`config.mk`:
```
export PLATFORM = sky130hd
export DESIGN_NAME = mem_port_arbiter
export DESIGN_NICKNAME = d
export VERILOG_FILES = /design/src/rtl/mem_port_arbiter.sv
export SDC_FILE = /design/constraint.sdc
export NUM_CORES = 1
export LEC_CHECK = 0
export BUFFER_PORTS_ARGS = -buffer_cell sky130_fd_sc_hd__buf_4
export CAP_MARGIN = 20
export CELL_PAD_IN_SITES_DETAIL_PLACEMENT = 1
export CELL_PAD_IN_SITES_GLOBAL_PLACEMENT = 2
export CORE_UTILIZATION = 30
export CTS_CLUSTER_SIZE = 40
export DETAILED_ROUTE_END_ITERATION = 10
export MAX_ROUTING_LAYER = met4
export PLACE_DENSITY = 0.87
export SYNTH_ARGS = -nofsm -noshare
export SYNTH_HDL_FRONTEND = slang
export SYNTH_SLANG_ARGS = --single-unit
```
`constraint.sdc`:
```
create_clock -name clk -period 7.64 [get_ports clk]
set_input_delay 0.382 -clock clk [delete_from_list [all_inputs] [get_ports clk]]
set_output_delay 0.382 -clock clk [all_outputs]
set_load 0.05 [all_outputs]
```
`src/rtl/mem_port_arbiter.sv`:
```
// mem_port_arbiter: serialises fetch and data accesses onto one memory bus, data first.
// Define ARB_TIMEOUT_EN to abort a grant after TIMEOUT cycles without bus_ack (bus_err pulse).
module mem_port_arbiter #(
    parameter int AW = 32,
    parameter int DW = 32,
    parameter int TIMEOUT = 255
) (
    input  logic            clk,
    input  logic            rst,
    input  logic            ice,
    input  logic [AW-1:0]   iaddr,
    output logic [DW-1:0]   inst,
    output logic            if_done,
    input  logic            dce,
    input  logic [AW-1:0]   daddr,
    input  logic [DW/8-1:0] we,
    input  logic [DW-1:0]   din,
    output logic [DW-1:0]   dm,
    output logic            mem_done,
    output logic            stall_o,
    output logic            bus_req,
    output logic [AW-1:0]   bus_addr,
    output logic [DW/8-1:0] bus_be,
    output logic            bus_we,
    output logic [DW-1:0]   bus_wdata,
    input  logic            bus_ack,
    input  logic [DW-1:0]   bus_rdata,
    output logic            bus_err
);
    typedef enum logic [1:0] {IDLE, GNT_D, GNT_I} state_t;
    state_t state, state_nx;
    logic tmo, fin, grant;
`ifdef ARB_TIMEOUT_EN
    localparam int CW = $clog2(TIMEOUT + 1);
    logic [CW-1:0] cnt;
    assign tmo = state != IDLE && !bus_ack && cnt == CW'(TIMEOUT - 1);
    always_ff @(posedge clk or posedge rst) begin
        if (rst) begin
            cnt <= '0;
            bus_err <= 1'b0;
        end else begin
            cnt <= (state == IDLE || bus_ack) ? '0 : cnt + 1'b1;
            bus_err <= tmo;
        end
    end
`else
    assign tmo = 1'b0;
    assign bus_err = 1'b0;
`endif
    always_ff @(posedge clk or posedge rst) begin
        if (rst) state <= IDLE;
        else state <= state_nx;
    end
    // the done cycle is spent in IDLE without granting so the requester can drop its level
    always_comb begin
        state_nx = state;
        if (state == IDLE) state_nx = (mem_done || if_done) ? IDLE : dce ? GNT_D : ice ? GNT_I : IDLE;
        else if (bus_ack || tmo) state_nx = IDLE;
    end
    always_comb begin
        fin = state != IDLE && (bus_ack || tmo);
        grant = state == IDLE && state_nx != IDLE;
        stall_o = (dce && !mem_done) || (ice && !if_done);
    end
    always_ff @(posedge clk or posedge rst) begin
        if (rst) begin
            bus_req <= 1'b0;
            bus_addr <= '0;
            bus_be <= '0;
            bus_we <= 1'b0;
            bus_wdata <= '0;
            inst <= '0;
            dm <= '0;
            if_done <= 1'b0;
            mem_done <= 1'b0;
        end else begin
            mem_done <= fin && state == GNT_D;
            if_done <= fin && state == GNT_I;
            if (grant) begin
                bus_req <= 1'b1;
                bus_addr <= state_nx == GNT_D ? daddr : iaddr;
                bus_be <= state_nx == GNT_D ? we : '0;
                bus_we <= state_nx == GNT_D && |we;
                bus_wdata <= state_nx == GNT_D ? din : '0;
            end else if (fin) begin
                bus_req <= 1'b0;
            end
            if (fin && state == GNT_I) inst <= tmo ? '0 : bus_rdata;
            if (fin && state == GNT_D && (!bus_we || tmo)) dm <= tmo ? '0 : bus_rdata;
        end
    end
endmodule

```
After elaboration in Yosys (flattened, before gate mapping)
Index checks and enable logic that the tools add are counted.
- add/sub/neg operators: 0
- multipliers: 0
- divide/modulo/power cells: 0
- magnitude comparators: 0
- equal/unequal tests: 3
- shifts and indexed selects: 0
- multiplexer cells: 10
- bitwise gates (word level): 0
- reductions and logical operators: 18
- operators with widths (cell ; count):
    32-bit two-way mux ; 2
    2-bit two-way mux ; 5
    1-bit logical AND ; 8
    2-bit nonzero test ; 3
    2-bit by 1-bit equality test with 1-bit output, second input constant ; 2
    4-bit two-way mux ; 1
    4-bit OR reduction ; 1
    1-bit zero test ; 3
    2-bit equality test, second input constant ; 1
    2-bit zero test ; 1
    1-bit logical OR ; 2
    1-bit two-way mux ; 2
- bits in registers: 138
- bits in latches: 0
- memory bits (writable): 0
- bits in read-only memories: 0
- output and inout bits: 138
- memories kept: 0

Longest topological paths before layout
Gate-level depths: netlist of run 1.
- depth in word-level cells: 7
- depth in mapped cells: 7
- mapped depth without buffers: 5

Worst setup path before layout of run 1
OpenSTA, ideal clock, no wires.
- path type: reg-to-reg
- from: register if_done
- to: register bus_be[0]
- arrival time: 1.790 ns
- path slack: 5.729 ns
- cell stages (with the launch flop): 7
- period minus slack after synthesis: 1.911 ns
- cell sequence: dfrtp_1 > nand2b_1 > nor4_1 > nor2_1 > buf_2 > buf_2 > a22o_1
- longest elaborated chain between the ends: 5
- ends and longest elaborated chain (element ; line ; text):
    start, declared ; 13 ; output logic if_done,
    start signal, assigned ; 74 ; if_done <= 1'b0;
    start signal, assigned ; 78 ; if_done <= fin && state == GNT_I;
    1-bit logical OR (*) ; 57 ; if (state == IDLE) state_nx = (mem_done || if_done) ? IDLE : dce ? GNT_D : ice ? GNT_I : IDLE;
    2-bit two-way mux (*) (2 in series) ; 57 ;
    2-bit by 1-bit equality test with 1-bit output or 2-bit nonzero test (tied branches) ; 82, 62 ;
    4-bit two-way mux or 1-bit logical AND (tied branches) ; 82, 62 ;
    end signal, assigned ; 82 ; bus_be <= state_nx == GNT_D ? we : '0;
    end, declared ; 23 ; output logic [DW/8-1:0] bus_be,
Mark *: on every way between the ends. The rest lies on a longest branch, timed or not.
A chain may end at the register's enable or synchronous reset.

Worst setup path in the final report of run 1
- from: register state[1]
- to: register bus_addr[5]
- longest elaborated chain between the ends: 4
- ends and longest elaborated chain (element ; line ; text):
    start, declared ; 31 ; state_t state, state_nx;
    start signal, assigned ; 52 ; else state <= state_nx;
    2-bit zero test or 2-bit two-way mux (tied branches) ; 57, 62, 58 ;
    2-bit two-way mux ; 57 ;
    2-bit by 1-bit equality test with 1-bit output or 2-bit nonzero test (tied branches) ; 81, 62 ;
    32-bit two-way mux or 1-bit logical AND (tied branches) ; 81, 62 ;
    end signal, assigned ; 81 ; bus_addr <= state_nx == GNT_D ? daddr : iaddr;
    end, declared ; 22 ; output logic [AW-1:0] bus_addr,
Parallel ways exist; a longest one is shown, timed or not.

==> results of run 1 <==
[area by class of cell]
| class | instances | area (sq um) | area share |
|---|---|---|---|
| repair buffers | 281 | 2140 | 0.255 |
| clock buffers | 19 | 443 | 0.0529 |
| inverters | 7 | 31.3 | 0.00373 |
| clock inverters | 13 | 191 | 0.0228 |
| multi-input cells | 249 | 1840 | 0.220 |
| flip-flops and latches | 138 | 3450 | 0.412 |
| well taps | 225 | 282 | 0.0336 |
[synth_stat cells, drive strengths merged, types with 2 or more instances]
library cell and number:
inv 7, mux2 64, nor2 33, o21ai 32
nand3 32, buf 20, nand2b 4, dfrtp 138
nand2 6, clkbuf 14, nor3 2, a31oi 31
a22o 37
[flip-flops by register name, indices dropped and copies added (netlist names)]
name and flops:
bus_addr 32, bus_be 4, bus_req 1, bus_wdata 32, bus_we 1, dm 32, if_done 1, inst 32
mem_done 1, state 2
[how the worst max path moves through the flow]
stage                    to     start  cells after the start
6_report        bus_addr[5]  state[1]                      6
3_5_place_dp   bus_addr[10]  state[1]                      5
4_1_cts         bus_addr[5]  state[1]                      5
2_1_floorplan   bus_addr[0]       rst                      1
3_3_place_gp   bus_addr[19]  state[1]                      5
5_1_grt        bus_addr[14]  state[1]                      6
[critical path, cell delays in order (launching register included)]
cell,delay [ns]
dfrtp_1,0.43
or2_1,0.36
o41a_1,0.36
buf_4,0.26
inv_2,0.42
o21ai_0,0.17
a31oi_1,0.22
[metal layers]
| layer | global-route usage | part of all wire | vias to the layer above |
|---|---|---|---|
| met2 | 0.336 | 0.52 | 199 |
| met4 | 0.0885 | 0.029 | 0 |
| met1 | 0.216 | 0.38 | 2266 |
| met5 | - | 0 | - |
| li1 | - | - | 2082 |
| met3 | 0.0426 | 0.065 | 35 |
[report_power, final]
| part | total [mW] | switching, mW | internal, mW | leakage (nW) |
|---|---|---|---|---|
| registers | 1.30 | 0.208 | 1.09 | 1.66 |
| logic | 2.68 | 1.84 | 0.838 | 2.06 |
| clock network | 0.883 | 0.324 | 0.558 | 0.301 |
| total | 4.86 | 2.37 | 2.49 | 4.01 |
[layout by cell type, fill, tap and decap left out, drive strengths merged]
cell | synthesis | layout
buf | 20 | 281
dfrtp | 138 | 138
mux2 | 64 | 64
a22o | 37 | 37
nor2 | 33 | 33
o21ai | 32 | 32
nand3 | 32 | 32
a31oi | 31 | 31
clkbuf | 14 | 19
inv | 7 | 10
nand2 | 6 | 6
nand2b | 4 | 4
bufinv | 0 | 4
clkinvlp | 0 | 3
clkinv | 0 | 3
nor3 | 2 | 2
or2 | 1 | 1
nor4 | 1 | 1
mux2i | 1 | 1
o32a | 1 | 1
o41a | 1 | 1
a2111oi | 1 | 1
or4 | 1 | 1
conb | 1 | 1
[kinds of logic after synthesis]
family / synth area share
DFF: 0.633
AOI/OAI and AO/OA: 0.133
and+or+nand+nor: 0.0663
muxes: 0.134
buffers and inverters: 0.0332
other: 0.000687
[stage by stage]
| step | hold WS, ns | util | setup slack [ns] |
|---|---|---|---|
| floorplan | 0.458 | - | 3.56 |
| global placement | 0.470 | 0.439 | 5.04 |
| detailed placement | 0.481 | 0.439 | 4.80 |
| CTS | 0.0397 | 0.475 | 4.81 |
| global route | 0.0646 | 0.478 | 5.17 |
| finish | 0.0257 | 0.478 | 5.32 |
==> results.json, run 1 <==
{
  "rr_endpoint": "bus_addr[5]",
  "antenna_left": 0,
  "hold_class": "input pin to async pin",
  "antenna_found_initial": 0,
  "max_freq_ghz": 0.432,
  "post-route-period-util": 0.303,
  "clk_pin_slew_ns": 0.06,
  "h-tree-depth": 4,
  "grt_pass1_vias": 4925,
  "place_inst": 898,
  "ys_seq_area_frac": 0.633,
  "p_leak_nw": 4.01,
  "area_delta_synth_final_pct": 53.5,
  "clockBufferDepth": 2,
  "yosysWarnings": 0,
  "maxSlewHeadroom": 0.396,
  "postCtsResizedCells": 0,
  "ys_ff_latch": 138,
  "core_sq_um": 17500,
  "period_minus_slack_ns": 2.32,
  "num-nets-final": 831,
  "cp_max_fo": 32,
  "skew_ns": 0.00933,
  "firstDrtPassIters": 4,
  "port-buffer-count": 273,
  "arrival_ns": 2.65,
  "via_count": 4582,
  "dpl_cell_area_sq_um": 7700,
  "antenna_cells": 0,
  "wl_mm": 17.4,
  "cap_violations": 0,
  "final.setup.tns_ns": 0,
  "status": "finished, final reports clean",
  "r2r_slack_ns": 5.32,
  "synthCells": 428,
  "drc": 0,
  "async_reset_ff_frac": 1.00,
  "num-fill-cells": 1862,
  "cts.sinks": 138,
  "synth_edf_count": 0,
  "viasPerCell": 4.92,
  "worstSkewPairLatency_ns": 0.42,
  "setup_violations": 0,
  "yosys.area.top_type": "dfrtp_1",
  "wl_per_cell_um": 18.7,
  "fin_cells": 932,
  "place_congestion": 0.792,
  "yosysUniqueCellTypes": 23,
  "dieArea_sq_um": 18700,
  "dieWidth_um": 137,
  "grt.total_usage": 0.195,
  "worst_pin_slew_ns": 0.905,
  "fin_area_sq_um": 8380,
  "yosys-top-cells-area": "dfrtp_1 63%, mux2_2 13%, a22o_1 5.9%, a31oi_1 3.6%, nand3_1 2.9%",
  "overflow": 0,
  "start_util": 0.311,
  "std_cell_rows": 48,
  "required_ns": 7.97,
  "grt_max_degree": 81,
  "end_kind": "flip-flop",
  "ioPinCount": 275,
  "synth_area_per_cell_sq_um": 12.8,
  "grt_pass1_wl_mm": 26.7,
  "rr_worst_depth": 6,
  "post-dp-hpwl_mm": 12.5,
  "synth_flop_cell": "dfrtp_1",
  "synth_top_area_frac": 0.633,
  "start_kind": "flip-flop",
  "crit_type": "flip-flop to flip-flop",
  "synthesis.nets": 565,
  "hold_violations": 0,
  "drt_first_iter_violations": 185,
  "slew_violations": 0,
  "hold_buffers": 0,
  "synth_area_sq_um": 5460,
  "total_power_mw": 4.86,
  "die_h_um": 137,
  "postCtsSetupBuffers": 0,
  "timing.rr.start": "state[1]",
  "power_density_nw_per_um2": 580,
  "ir_drop_uv": 260,
  "cts_root_buffer": "clkbuf_16",
  "rsz0062_at_grt": "no",
  "drive_gt1_frac": 0.543,
  "numCtsBuffers": 17,
  "tritoncts": "done"
}
Power figures use the tool's default switching activity.
==> inputs of run 2 (changes only) <==
CORE_UTILIZATION = 28   (was 30)
PLACE_DENSITY = 0.82   (was 0.87)
clock period = 2.3 ns   (was 7.64 ns; I/O delays follow)
==> run 2 against run 1 <==
  * Die area increased by 7.0%
  * Sequential share of layout area shrank 5.8 points
  * Via count increased by 14%
  * Utilization rose by 3.9 points
  * Clock-buffer cell count unchanged
  * Wire length grew 19%
  * Sequential power rose to 3.3 times the previous value
  * Clock skew up 0.0028 ns
  * Power rose to 3.4 times the previous value
  * Critical path type unchanged
==> results.json, run 2 (same netlist as run 1, synthesis figures left out) <==
{
  "status": "finished, final reports clean",
  "cp_max_fo": 31,
  "cap_violations": 0,
  "place_inst": 941,
  "drc": 0,
  "die_h_um": 142,
  "timing.rr.start": "state[1]",
  "critPathMaxStageDelay_ns": 0.43,
  "dieArea_sq_um": 20100,
  "rr_worst_depth": 5,
  "cts.sinks": 138,
  "postCtsSetupBuffers": 0,
  "antenna_left": 0,
  "final.setup.tns_ns": 0,
  "rr_endpoint": "bus_addr[4]",
  "drive_gt1_frac": 0.464,
  "place_congestion": 0.810,
  "setup_violations": 0,
  "ir_drop_uv": 854,
  "dieWidth_um": 142,
  "clk_pin_slew_ns": 0.06,
  "fin_cells": 1100,
  "start_util": 0.289,
  "min_to": "bus_addr[7]",
  "grt_pass1_vias": 5883,
  "cts_root_buffer": "clkbuf_16",
  "std_cell_rows": 50,
  "start_kind": "flip-flop",
  "viasPerCell": 4.73,
  "required_ns": 2.56,
  "grt.total_usage": 0.216,
  "worst_pin_slew_ns": 0.758,
  "numCtsBuffers": 17,
  "mostFrequentLayoutCells": "283 x buf_4, 138 x dfrtp_1, 127 x dlygate4sd3_1",
  "slew_violations": 0,
  "hold_violations": 0,
  "firstDrtPassIters": 4,
  "final_common_cell": "buf_4",
  "drt_first_iter_violations": 136,
  "port-buffer-count": 273,
  "tritoncts": "done",
  "worstHoldPathCells": 3,
  "period_minus_slack_ns": 2.08,
  "core_sq_um": 18900,
  "clockBufferDepth": 2,
  "antenna_found_initial": 0,
  "num-nets-final": 964,
  "grt_max_degree": 63,
  "ioPinCount": 275,
  "arrival_ns": 2.34,
  "critPathSlowestCell": "dfrtp_1",
  "maxSlewHeadroom": 0.494,
  "p_leak_nw": 4.59,
  "max_freq_ghz": 0.481,
  "power_density_nw_per_um2": 1700,
  "wl_mm": 20.7,
  "overflow": 0,
  "area_delta_synth_final_pct": 78.8,
  "crit_type": "flip-flop to flip-flop",
  "worstSkewPairLatency_ns": 0.41,
  "num-fill-cells": 1996,
  "wl_per_cell_um": 18.8,
  "antenna_cells": 0,
  "end_kind": "flip-flop",
  "r2r_slack_ns": 0.22,
  "hold_start": "iaddr[7]",
  "skew_ns": 0.0121,
  "rsz0062_at_grt": "no",
  "post-dp-hpwl_mm": 12.9,
  "via_count": 5202,
  "postCtsResizedCells": 0,
  "crit_chain": "or2_1 -> o32a_1 -> buf_4 -> o21ai_0 -> a31oi_1",
  "hold_class": "input pin to flip-flop",
  "h-tree-depth": 4,
  "post-route-period-util": 0.904,
  "grt_pass1_wl_mm": 32.2
}
run 2: final cells by class:
cell class / count / area, sq um / share of cell area
flip-flops and latches: 138 / 3450 / 0.354
multi-input cells: 249 / 1840 / 0.189
clock inverters: 13 / 190 / 0.0195
repair buffers: 414 / 3480 / 0.356
inverters: 7 / 30.0 / 0.00308
well taps: 260 / 325 / 0.0333
clock buffers: 19 / 443 / 0.0454
run 2: timing repair:
item	in CTS	in global routing
setup endpoints to repair	0	0
endpoints found under the hold margin	161	0
hold buffers	127	0
run 2: power breakdown:
part	internal [mW]	switching, mW
sequential	3.62	0.728
combinational	2.99	6.28
clock	1.86	1.07
total	8.47	8.08
run 2: how the worst max path moves through the flow:
stage	startpoint	slack [ns]	cells after the start	endpoint
final	state[1]	0.22	5	bus_addr[4]
after global routing	state[1]	0.17	6	bus_addr[23]
after CTS	state[1]	0.25	6	bus_addr[25]
after detailed placement	state[1]	0.24	6	bus_addr[25]
after global placement	state[1]	0.38	6	bus_addr[20]
after floorplan	if_done	0.39	6	bus_be[0]
run 2: through the flow:
step / util / hold slack (ns) / setup slack (ns) / cell area (sq um) / power [mW]
2_1_floorplan: - / 0.232 / 0.389 / 5460 / 10.4
3_3_place_gp: 0.416 / 0.273 / 0.377 / 7850 / 13.1
3_5_place_dp: 0.416 / 0.293 / 0.235 / 7850 / 13.4
4_1_cts: 0.516 / 0.00166 / 0.251 / 9760 / 16.6
5_1_grt: 0.516 / 0.0240 / 0.166 / 9760 / 17.3
6_report: 0.516 / 0.0238 / 0.220 / 9760 / 16.5
run 2: metal layers:
layer	track usage	part of all wire
met1	0.231	0.38
met3	0.0429	0.049
met2	0.385	0.54
met5	-	0
met4	0.0968	0.033
run 2: worst max-delay path, delay by kind of cell (launching register included):
| kind | cells | cell delay (ns) |
|---|---|---|
| DFF | 1 | 0.43 |
| and+or+nand+nor | 1 | 0.35 |
| buffers and inverters | 1 | 0.24 |
| AOI/OAI and AO/OA | 3 | 0.90 |
